$ cat src/rtl/rng_conditioner_pkg.sv
// rtl/rng_conditioner_pkg.sv - shared constants and helpers for the rng conditioner
package rng_conditioner_pkg;

  localparam int BYTE_W = 8;
  localparam int LANES  = 2;

  // Address width for a power-of-two FIFO; the pointers carry one extra wrap bit.
  function automatic int ptr_w(input int depth);
    return (depth <= 2) ? 1 : $clog2(depth);
  endfunction

endpackage

$ cat src/rtl/rng_byte_fifo.sv
// rtl/rng_byte_fifo.sv - first-word-fall-through byte FIFO; head reads 0 when empty
module rng_byte_fifo
  import rng_conditioner_pkg::*;
#(
  parameter int DEPTH = 4
) (
  input  logic              i_clk,
  input  logic              i_reset,
  input  logic              i_push,
  input  logic [BYTE_W-1:0] i_data,
  input  logic              i_pop,
  output logic [BYTE_W-1:0] o_data,
  output logic              o_full,
  output logic              o_empty
);

  localparam int PW = ptr_w(DEPTH);

  logic [BYTE_W-1:0] mem_q [DEPTH];
  logic [PW:0]       wr_q, wr_d, rd_q, rd_d;
  logic              do_push, do_pop;

  assign o_empty = (wr_q == rd_q);
  assign o_full  = (wr_q[PW] != rd_q[PW]) && (wr_q[PW-1:0] == rd_q[PW-1:0]);
  assign do_pop  = i_pop & ~o_empty;
  // A pop on the same edge frees the slot, so a full FIFO still accepts the push.
  assign do_push = i_push & (~o_full | do_pop);
  assign o_data  = o_empty ? '0 : mem_q[rd_q[PW-1:0]];

  always_comb begin
    wr_d = wr_q;
    rd_d = rd_q;
    if (do_push) wr_d = wr_q + (PW+1)'(1);
    if (do_pop)  rd_d = rd_q + (PW+1)'(1);
  end

  always_ff @(posedge i_clk) begin
    if (i_reset) begin
      wr_q <= '0;
      rd_q <= '0;
    end else begin
      wr_q <= wr_d;
      rd_q <= rd_d;
    end
  end

  always_ff @(posedge i_clk) begin
    if (do_push) mem_q[wr_q[PW-1:0]] <= i_data;
  end

endmodule

$ cat src/rtl/rng_conditioner.sv
// rtl/rng_conditioner.sv - von Neumann debias, LSB-first byte packing, repetition health test
module rng_conditioner
  import rng_conditioner_pkg::*;
#(
  parameter int REP_LIMIT  = 16,
  parameter int FIFO_DEPTH = 4
) (
  input  logic              i_clk,
  input  logic              i_reset,
  input  logic              i_en,
  input  logic [LANES-1:0]  i_raw,
  input  logic              i_raw_valid,
  output logic [BYTE_W-1:0] o_data,
  output logic              o_valid,
  input  logic              i_ready,
  output logic              o_drop,
  output logic              o_health_fail
);

  logic              phase_q, phase_d;
  logic [LANES-1:0]  stored_q, stored_d;
  logic [2:0]        cnt_q, cnt_d;
  logic [BYTE_W-1:0] buf_q, buf_d;
  logic [LANES-1:0]  last_q, last_d;
  logic [7:0]        run_q, run_d, run_next;
  logic              fail_q, fail_d;
  logic              drop_q, drop_d;
  logic              accept, trip, push, pop, fifo_full, fifo_empty;
  logic [BYTE_W-1:0] push_data;

  assign accept   = i_en & i_raw_valid & ~fail_q;
  // run_q == 0 only straight after reset, so the first sample always starts a run of 1.
  assign run_next = (run_q != 8'd0 && i_raw == last_q) ? run_q + 8'd1 : 8'd1;
  assign trip     = accept && (run_next == 8'(REP_LIMIT));
  assign pop      = o_valid & i_ready;

  always_comb begin
    phase_d   = phase_q;
    stored_d  = stored_q;
    cnt_d     = cnt_q;
    buf_d     = buf_q;
    last_d    = last_q;
    run_d     = run_q;
    fail_d    = fail_q;
    push      = 1'b0;
    push_data = '0;
    if (accept) begin
      last_d = i_raw;
      run_d  = run_next;
      if (trip) begin
        fail_d  = 1'b1;
        phase_d = 1'b0;
        cnt_d   = '0;
        buf_d   = '0;
      end else if (!phase_q) begin
        stored_d = i_raw;
        phase_d  = 1'b1;
      end else begin
        phase_d = 1'b0;
        // Lane 0 is inserted first so it lands in the lower bit position.
        for (int l = 0; l < LANES; l++) begin
          if (stored_q[l] != i_raw[l]) begin
            buf_d[cnt_d] = stored_q[l];
            if (cnt_d == 3'd7) begin
              push      = 1'b1;
              push_data = buf_d;
              buf_d     = '0;
              cnt_d     = '0;
            end else begin
              cnt_d = cnt_d + 3'd1;
            end
          end
        end
      end
    end
    drop_d = push & fifo_full & ~pop;
  end

  always_ff @(posedge i_clk) begin
    if (i_reset) begin
      phase_q  <= 1'b0;
      stored_q <= '0;
      cnt_q    <= '0;
      buf_q    <= '0;
      last_q   <= '0;
      run_q    <= '0;
      fail_q   <= 1'b0;
      drop_q   <= 1'b0;
    end else begin
      phase_q  <= phase_d;
      stored_q <= stored_d;
      cnt_q    <= cnt_d;
      buf_q    <= buf_d;
      last_q   <= last_d;
      run_q    <= run_d;
      fail_q   <= fail_d;
      drop_q   <= drop_d;
    end
  end

  rng_byte_fifo #(.DEPTH(FIFO_DEPTH)) u_fifo (
    .i_clk   (i_clk),
    .i_reset (i_reset),
    .i_push  (push),
    .i_data  (push_data),
    .i_pop   (pop),
    .o_data  (o_data),
    .o_full  (fifo_full),
    .o_empty (fifo_empty)
  );

  assign o_valid       = ~fifo_empty;
  assign o_drop        = drop_q;
  assign o_health_fail = fail_q;

endmodule

$ cat config.mk
export PLATFORM = sky130hd
export DESIGN_NAME = rng_conditioner
export DESIGN_NICKNAME = d
export VERILOG_FILES = /design/src/rtl/rng_conditioner_pkg.sv /design/src/rtl/rng_byte_fifo.sv /design/src/rtl/rng_conditioner.sv
export SDC_FILE = /design/constraint.sdc
export NUM_CORES = 1
export LEC_CHECK = 0
export CAP_MARGIN = 20
export CORE_MARGIN = 1.5
export CORE_UTILIZATION = 50
export CTS_CLUSTER_SIZE = 14
export DETAILED_ROUTE_END_ITERATION = 10
export HOLD_SLACK_MARGIN = 0.15
export PLACE_DENSITY = 0.79
export SLEW_MARGIN = 20
export SYNTH_ARGS = -nofsm -noshare
export SYNTH_HDL_FRONTEND = slang
export SYNTH_SLANG_ARGS = --single-unit
$ cat constraint.sdc
create_clock -name i_clk -period 3.9 [get_ports i_clk]
set_input_delay 0.585 -clock i_clk [delete_from_list [all_inputs] [get_ports i_clk]]
set_output_delay 0.585 -clock i_clk [all_outputs]
set_load 0.005 [all_outputs]
# ---- After elaboration in Yosys (flattened, before gate mapping)
# Memory sizes are Yosys's and may differ from the RTL's. A register that Yosys moved wholly into a read port is not among the register bits.
# Index checks and enable logic that the tools add are counted.
dict set report totals {
  mem_count 1
  ramBits 32
  inputBits 7
  regBits 32
  output_inout_bits 11
  word_cells 99
}
# memory depth word_bits read_ports rd_ports_with_merged_regs wr line_no
set mem_list {}
lappend mem_list {u_fifo.mem_q 4 8 1 1 1 rng_byte_fifo.sv:19} ;# logic [BYTE_W-1:0] mem_q [DEPTH];
dict set report classes {
  order_cmp 4
  add_sub_neg 5
  n_eq_ne 9
  muxes 46
  n_reduce_logical 10
  bitwise 14
}
# operator count
set op_table {}
lappend op_table {{8-bit 2-to-1 mux} 18}
lappend op_table {{3-bit 2-to-1 mux} 9}
lappend op_table {{8-bit bitwise mux} 2}
lappend op_table {{1-bit 2-to-1 mux} 13}
lappend op_table {{3-bit by 1-bit adder with 3-bit output, second input constant} 4}
lappend op_table {{8-bit by 1-bit adder with 8-bit output, second input constant} 1}
lappend op_table {{8-bit by 5-bit equality test with 1-bit output, second input constant} 1}
lappend op_table {{3-bit by 4-bit < comparator with 1-bit output, second input constant} 2}
lappend op_table {{8-bit nonzero test} 1}
lappend op_table {{1-bit bitwise AND} 7}
lappend op_table {{1-bit demux with 3-bit select} 2}
lappend op_table {{3-bit equality test, second input constant} 2}
lappend op_table {{3-bit by 1-bit >= comparator with 1-bit output, second input constant} 2}
lappend op_table {{1-bit inverter} 6}
lappend op_table {{1-bit logical AND} 5}
lappend op_table {{2-bit equality test} 2}
lappend op_table {{2-bit 2-to-1 mux} 2}
lappend op_table {{2-bit AND reduction} 2}
lappend op_table {{3-bit equality test} 1}
lappend op_table {{1-bit != test} 3}
lappend op_table {{3-bit AND reduction} 1}
lappend op_table {{2-bit nonzero test} 1}
lappend op_table {{1-bit bitwise OR} 1}

# ---- Longest topological paths before layout
# Gate-level depths: netlist of the first run.
dict set report logic_depth {
  depth_word 17
  mapped_depth 15
  mapped_depth_nobuf 13
}

# ---- Modules after synthesis
# A second synthesis of the first run with hierarchy kept.
dict set report unflattened {
  cells_unflattened 417
  area_unflattened_um2 4121.5
}
# module cells_each area_per_inst_um2 instances
set modules_own_cells {}
lappend modules_own_cells {rng_conditioner 313 2413.6 1}
lappend modules_own_cells {rng_byte_fifo 104 1707.9 1}

# ---- Least setup slack after synthesis of the first run
# No wires, ideal clock.
dict set report synth_timing {
  kind {input-to-reg}
  start {input i_raw[0]}
  end {register u_fifo.wr_q[2]}
  setup_time_ns 0.121
  path_slack_ns 0.838
  arrival_time_ns 2.941
  required_time_ns 3.779
  cell_stages 11
  cell_sequence {xor2_2 > mux2i_1 > clkbuf_1 > inv_1 > ha_1 > ha_1 > nand2_1 > nand2_1 > nand4_1 > nor3b_2 > mux2_4}
}
dict set report synth_between {
  elab_chain_len 12
}
# item line_no
set synth_lines {}
lappend synth_lines {{start, declared} rng_conditioner.sv:11} ;# input logic [LANES-1:0] i_raw,
lappend synth_lines {{1-bit != test} rng_conditioner.sv:62} ;# if (stored_q[l] != i_raw[l]) begin
lappend synth_lines {{3-bit 2-to-1 mux} rng_conditioner.sv:62}
lappend synth_lines {{3-bit 2-to-1 mux} rng_conditioner.sv:55} ;# end else if (!phase_q) begin
lappend synth_lines {{3-bit 2-to-1 mux} rng_conditioner.sv:50} ;# if (trip) begin
lappend synth_lines {{3-bit 2-to-1 mux} rng_conditioner.sv:47} ;# if (accept) begin
lappend synth_lines {{3-bit equality test} rng_conditioner.sv:64} ;# if (cnt_d == 3'd7) begin
lappend synth_lines {{1-bit 2-to-1 mux} rng_conditioner.sv:64}
lappend synth_lines {{1-bit 2-to-1 mux} rng_conditioner.sv:62}
lappend synth_lines {{1-bit 2-to-1 mux} rng_conditioner.sv:55}
lappend synth_lines {{1-bit 2-to-1 mux *} rng_conditioner.sv:50}
lappend synth_lines {{1-bit 2-to-1 mux *} rng_conditioner.sv:47}
lappend synth_lines {{1-bit bitwise AND *} rng_byte_fifo.sv:27} ;# assign do_push = i_push & (~o_full | do_pop);
lappend synth_lines {{end signal, assigned} rng_byte_fifo.sv:42} ;# wr_q <= wr_d;
lappend synth_lines {{end, declared} rng_byte_fifo.sv:20} ;# logic [PW:0] wr_q, wr_d, rd_q, rd_d;
# Every way passes the cells marked *; elsewhere a longest branch is shown, timed or not. The select of a mux whose other input is x is not followed.
# A chain may end at the register's enable or synchronous reset.

# ---- Final worst setup path of the first run
dict set report layout_timing {
  start {input i_raw[0]}
  end {memory u_fifo.mem_q[1][2] (enable)}
}
dict set report layout_between {
  elab_chain_len 14
}
# item line_no
set layout_lines {}
lappend layout_lines {{1-bit != test} rng_conditioner.sv:62}
lappend layout_lines {{3-bit 2-to-1 mux} rng_conditioner.sv:62}
lappend layout_lines {{3-bit 2-to-1 mux} rng_conditioner.sv:55}
lappend layout_lines {{3-bit 2-to-1 mux} rng_conditioner.sv:50}
lappend layout_lines {{3-bit 2-to-1 mux} rng_conditioner.sv:47}
lappend layout_lines {{3-bit equality test} rng_conditioner.sv:64}
lappend layout_lines {{1-bit 2-to-1 mux} rng_conditioner.sv:64}
lappend layout_lines {{1-bit 2-to-1 mux} rng_conditioner.sv:62}
lappend layout_lines {{1-bit 2-to-1 mux} rng_conditioner.sv:55}
lappend layout_lines {{1-bit 2-to-1 mux *} rng_conditioner.sv:50}
lappend layout_lines {{1-bit 2-to-1 mux *} rng_conditioner.sv:47}
lappend layout_lines {{1-bit bitwise AND *} rng_byte_fifo.sv:27}
lappend layout_lines {{1-bit 2-to-1 mux *} rng_byte_fifo.sv:48} ;# if (do_push) mem_q[wr_q[PW-1:0]] <= i_data;
lappend layout_lines {{1-bit 2-to-1 mux (implied by the code) *} rng_byte_fifo.sv:48}
lappend layout_lines {{end, declared} rng_byte_fifo.sv:19}
# Marks and branches as above.

==> flow_summary.json, run 1 <==
{
  "cts_tree": "done",
  "drt_pass1_iterations": 5,
  "synth_nets": 401,
  "place_area_sq_um": 4170,
  "grt_pass1_wl_microns": 14400,
  "clk-insertion-delay-late_ns": 0.36,
  "clkTransAtPathRegs_ns": 0.07,
  "slew-limit-headroom_pct": 39.1,
  "pre_cts_slack_ns": 0.233,
  "final_util_pct": 57.1,
  "ys_seq_elements": 66,
  "track_usage_pct": 22.0,
  "cts-root-buf": "clkbuf_8",
  "tightest_slew_ns": 0.912,
  "postCtsHoldBufs": 0,
  "drive_above_1_share_pct": 12.6,
  "vias": 2970,
  "vias_per_cell": 5.87,
  "vdd_drop_max_mv": 0.159,
  "drt-initial-drc-count": 238,
  "synthCells": 383,
  "antenna_found_initial": 0,
  "finalCriticalPeriod_ns": 3.31,
  "synth_area_leaders": "edfxtp_1 (25%), dfxtp_1 (17%), mux2i_1 (6.2%)",
  "grt_max_degree": 20,
  "yosysMostFrequentCell": "dfxtp_1",
  "dieHeight_microns": 91.3,
  "drv_slew": 0,
  "cts_buffer_depth": 2,
  "cts_max_level": 3,
  "drv_cap": 0,
  "tns_ns": 0,
  "synth.yosys.seq_area_share_pct": 42.1,
  "startpoint_type": "primary input",
  "hold_viol": 0,
  "area_growth_pct": 12.0,
  "async_reset_ff_share_pct": 0,
  "critPathKind": "primary input to flop",
  "outcome": "complete, no violations",
  "core_area_sq_um": 7650,
  "synthFlopType": "dfxtp_1",
  "post-cts-setup-buffers": 0,
  "gr-total-overflow": 0,
  "synth_edf_count": 32,
  "syn_area_per_cell_sq_um": 10.2,
  "cts_sinks": 66,
  "hold_class": "flop to flop",
  "io_pins": 18,
  "place_congestion": 0.889,
  "start_util_pct": 51.0,
  "crit_path_end_kind": "flop",
  "synth_top_area_share_pct": 24.6,
  "rsz0062_at_grt": "false",
  "routedWlPerCell_microns": 16.4,
  "synth-warning-count": 0,
  "fin_crit_sh_pct": 84.8,
  "drc": 0,
  "die_w_microns": 91.3,
  "synth_top_area_cell": "edfxtp_1",
  "antenna_left": 0,
  "layout_setup_ws_ns": 0.595,
  "dieArea_sq_um": 8340,
  "max_freq_mhz": 303,
  "cp_max_fo": 12,
  "cts_made_buffers": 9,
  "nets": 417,
  "synthTopCellsByCount": "dfxtp_1 (34), edfxtp_1 (32), nand2_1 (31), nor2_1 (27), mux2i_1 (24)",
  "fin_skew_ns": 0.0137,
  "yosysUniqueCellTypes": 57,
  "diodes": 0,
  "dp.cells": 490,
  "place_hpwl_microns": 5930,
  "syn-cell-area_sq_um": 3900,
  "first_global_vias": 2915,
  "power_density_nw_per_um2": 325,
  "cts-resized-gates": 0,
  "p_leak_uw": 0.00160,
  "port_buffers": 17,
  "critPathArrivalTime_ns": 3.37,
  "crit_required_ns": 3.96,
  "fin_area_sq_um": 4370,
  "rows": 32,
  "routed_wl_microns": 8280,
  "setup_viol": 0,
  "layout.cells.non_filler": 506
}
registers in the layout, indices dropped and copies added, names as in the netlist, named ones only:
register / cells
u_fifo.rd_q: 3
run_q: 8
phase_q: 1
o_health_fail: 1
stored_q: 2
buf_q: 8
o_drop: 1
cnt_q: 3
u_fifo.wr_q: 3
u_fifo.mem_q: 32
last_q: 2
routing by layer:
| metal | share of wire (%) | global-route usage (%) | wire [microns] |
|---|---|---|---|
| met1 | 47 | 30.3 | 3900 |
| met2 | 46 | 33.5 | 3840 |
| met3 | 4.7 | 5.19 | 388 |
| met4 | 1.8 | 8.46 | 145 |
| met5 | 0 | 0 | 0 |
metrics by stage:
| stage | hold slack, ns | total power, uW |
|---|---|---|
| final | 0.492 | 1420 |
| after detailed placement | 0.480 | 836 |
| after global placement | 0.470 | 835 |
| after CTS | 0.495 | 1420 |
| after global routing | 0.519 | 1470 |
| after floorplan | 0.450 | 808 |
cell usage in the layout (no fill, tap or decap), types with 4 or more instances in the layout:
cell type / synthesis / layout
dfxtp_1: 34 / 34
edfxtp_1: 32 / 32
nand2_1: 31 / 31
nor2_1: 27 / 27
mux2i_1: 24 / 24
o21ai_0: 22 / 22
a21oi_1: 20 / 20
clkdlybuf4s50_1: 0 / 17
and2_1: 13 / 13
nor2b_1: 13 / 13
a22o_1: 11 / 11
ha_1: 11 / 11
buf_4: 0 / 11
nand3_1: 10 / 10
nand2b_1: 10 / 10
clkbuf_8: 0 / 9
mux4_2: 8 / 8
o2bb2ai_1: 8 / 8
o22a_1: 8 / 8
inv_1: 7 / 7
or3_1: 6 / 6
and3b_1: 5 / 5
o311ai_0: 5 / 5
xnor2_1: 4 / 4
and3_1: 4 / 4
xor2_1: 4 / 4
nor3_1: 4 / 4
path summary, 6_finish.rpt:
kind / from / to / slack (ns) / depth (start not counted)
worst max-delay path: i_raw[0] / u_fifo.mem_q[1][2] / 0.59 / 8
worst min-delay path: last_q[0] / last_q[0] / 0.49 / 2
worst min register to register: last_q[0] / last_q[0] / 0.49 / 2
worst max register to register: cnt_q[0] / u_fifo.mem_q[1][2] / 0.65 / 11
where the power goes:
part / internal (uW) / switching [uW]
Combinational: 37.0 / 54.0
Sequential: 723 / 8.19
Clock: 301 / 296
Total: 1060 / 358
worst max-delay path, stage by stage:
cell	delay [ns]
clkdlybuf4s50_1	0.54
buf_4	0.24
xnor2_2	0.15
nand3_2	0.11
or4_4	0.54
a2111oi_4	0.72
nor2_1	0.15
and2_1	0.33
cells by family (layout without fill, tap and decap cells):
group | Yosys count | after routing | synth area share (%)
compound gates | 88 | 88 | 16.1
mux | 33 | 33 | 11.2
simple gates | 143 | 143 | 20.2
fa+ha+maj | 11 | 11 | 3.53
xor+xnor | 11 | 11 | 3.34
buf+inv | 31 | 52 | 3.63
flops | 66 | 66 | 42.1
area by class of cell:
class,instances,area [sq um]
sequential,66,1640
inverter,8,30.0
timing repair buffer,28,253
clock buffer,9,124
multi-input combinational,286,2120
tap,102,128
fill,646,3280
clock inverter,7,76.3
No activity file was read; power rests on OpenSTA's default activity.
==> run 2: changes to the inputs <==
==> constraint.sdc (replaced) <==
create_clock -name i_clk -period 3.2 [get_ports i_clk]
set_input_delay 0.48 -clock i_clk [delete_from_list [all_inputs] [get_ports i_clk]]
set_output_delay 0.48 -clock i_clk [all_outputs]
set_load 0.005 [all_outputs]
==> flow_summary.json, run 2 (synthesis results as in run 1) <==
{
  "critPathArrivalTime_ns": 3.03,
  "core_area_sq_um": 7650,
  "antenna_found_initial": 0,
  "cts_max_level": 3,
  "whs_ns": 0.495,
  "critPathKind": "primary input to flop",
  "antenna_left": 0,
  "p_total_uw": 1860,
  "use_met3_pct": 5.28,
  "first_global_vias": 2823,
  "place_hpwl_microns": 5970,
  "gr-total-overflow": 0,
  "cts-resized-gates": 0,
  "drc": 0,
  "mostFrequentLayoutCells": "dfxtp_1 (34), edfxtp_1 (32), nand2_1 (31)",
  "nets": 433,
  "crit_path_end_kind": "flop",
  "io_pins": 18,
  "grt_max_degree": 26,
  "busiest_layer": "met2",
  "power_density_nw_per_um2": 412,
  "largest_reg_flops": 32,
  "drv_cap": 0,
  "drt_pass1_iterations": 5,
  "fin_crit_sh_pct": 90.3,
  "rsz0062_at_grt": "false",
  "clk-insertion-delay-late_ns": 0.35,
  "port_buffers": 17,
  "hold_class": "flop to flop",
  "place_congestion": 0.937,
  "drv_slew": 0,
  "tightest_slew_ns": 0.542,
  "rows": 32,
  "outcome": "complete, no violations",
  "fin_area_sq_um": 4530,
  "cts_buffer_depth": 2,
  "p_leak_uw": 0.00168,
  "dieHeight_microns": 91.3,
  "vias": 3045,
  "fin_skew_ns": 0.0130,
  "vdd_drop_max_mv": 0.282,
  "cts-root-buf": "clkbuf_8",
  "start_util_pct": 51.0,
  "final_common_cell": "dfxtp_1",
  "die_w_microns": 91.3,
  "setup_viol": 0,
  "clkTransAtPathRegs_ns": 0.07,
  "startpoint_type": "primary input",
  "hold_viol": 0,
  "diodes": 0,
  "use_met1_pct": 28.0,
  "track_usage_pct": 21.4,
  "grt_pass1_wl_microns": 14000,
  "dieArea_sq_um": 8340,
  "routed_wl_microns": 8430,
  "postCtsHoldBufs": 0,
  "post-cts-setup-buffers": 0,
  "slew-limit-headroom_pct": 63.8,
  "routedWlPerCell_microns": 16.2,
  "met2_usage_pct": 35.8,
  "drive_above_1_share_pct": 15.7,
  "vias_per_cell": 5.83,
  "place_area_sq_um": 4290,
  "crit_required_ns": 3.34,
  "cts_made_buffers": 9,
  "cp_max_fo": 8,
  "finalCriticalPeriod_ns": 2.89,
  "area_growth_pct": 16.2,
  "drt-initial-drc-count": 222,
  "cts_tree": "done",
  "max_freq_mhz": 346,
  "cts_sinks": 66,
  "tns_ns": 0
}
[run 2: per-layer routing]
metal / up-vias / part of all wire, %
li1: 1474 / -
met1: 1470 / 45
met2: 91 / 49
met3: 10 / 4.7
met4: 0 / 1.1
met5: - / 0
[run 2: layout make-up]
cell class | count | area [sq um]
flip-flops and latches | 66 | 1640
repair buffers | 44 | 373
clock inverters | 6 | 114
clock buffers | 10 | 128
well taps | 102 | 128
inverters | 8 | 30.0
fillers | 634 | 3120
multi-input cells | 286 | 2120
[run 2: final timing paths]
kind	endpoint	cells after the start	startpoint	slack [ns]
max	u_fifo.mem_q[2][6]	10	i_raw[0]	0.31
min	run_q[7]	2	run_q[7]	0.50
max reg2reg	u_fifo.mem_q[3][7]	10	run_q[0]	0.45
min reg2reg	run_q[7]	2	run_q[7]	0.50
[run 2: through the flow]
step	setup slack, ns	std cells	utilization (%)
6_report	0.310	522	59.2
5_1_grt	0.211	522	59.2
4_1_cts	0.352	522	59.2
3_5_place_dp	0.0117	506	56.1
3_3_place_gp	0.0818	506	56.1
2_1_floorplan	0.243	383	-
[run 2: where the power goes]
group          switching, uW  internal, uW
Combinational           69.3          52.8
Sequential              7.99           881
Clock                    333           520
[run 2: worst max-delay path, stage by stage]
cell	delay [ns]
clkdlybuf4s50_1	0.53
xor2_2	0.26
mux2i_1	0.27
inv_1	0.11
ha_1	0.21
ha_1	0.19
nand2_1	0.13
nand3_1	0.31
o22a_1	0.31
nor2_1	0.23
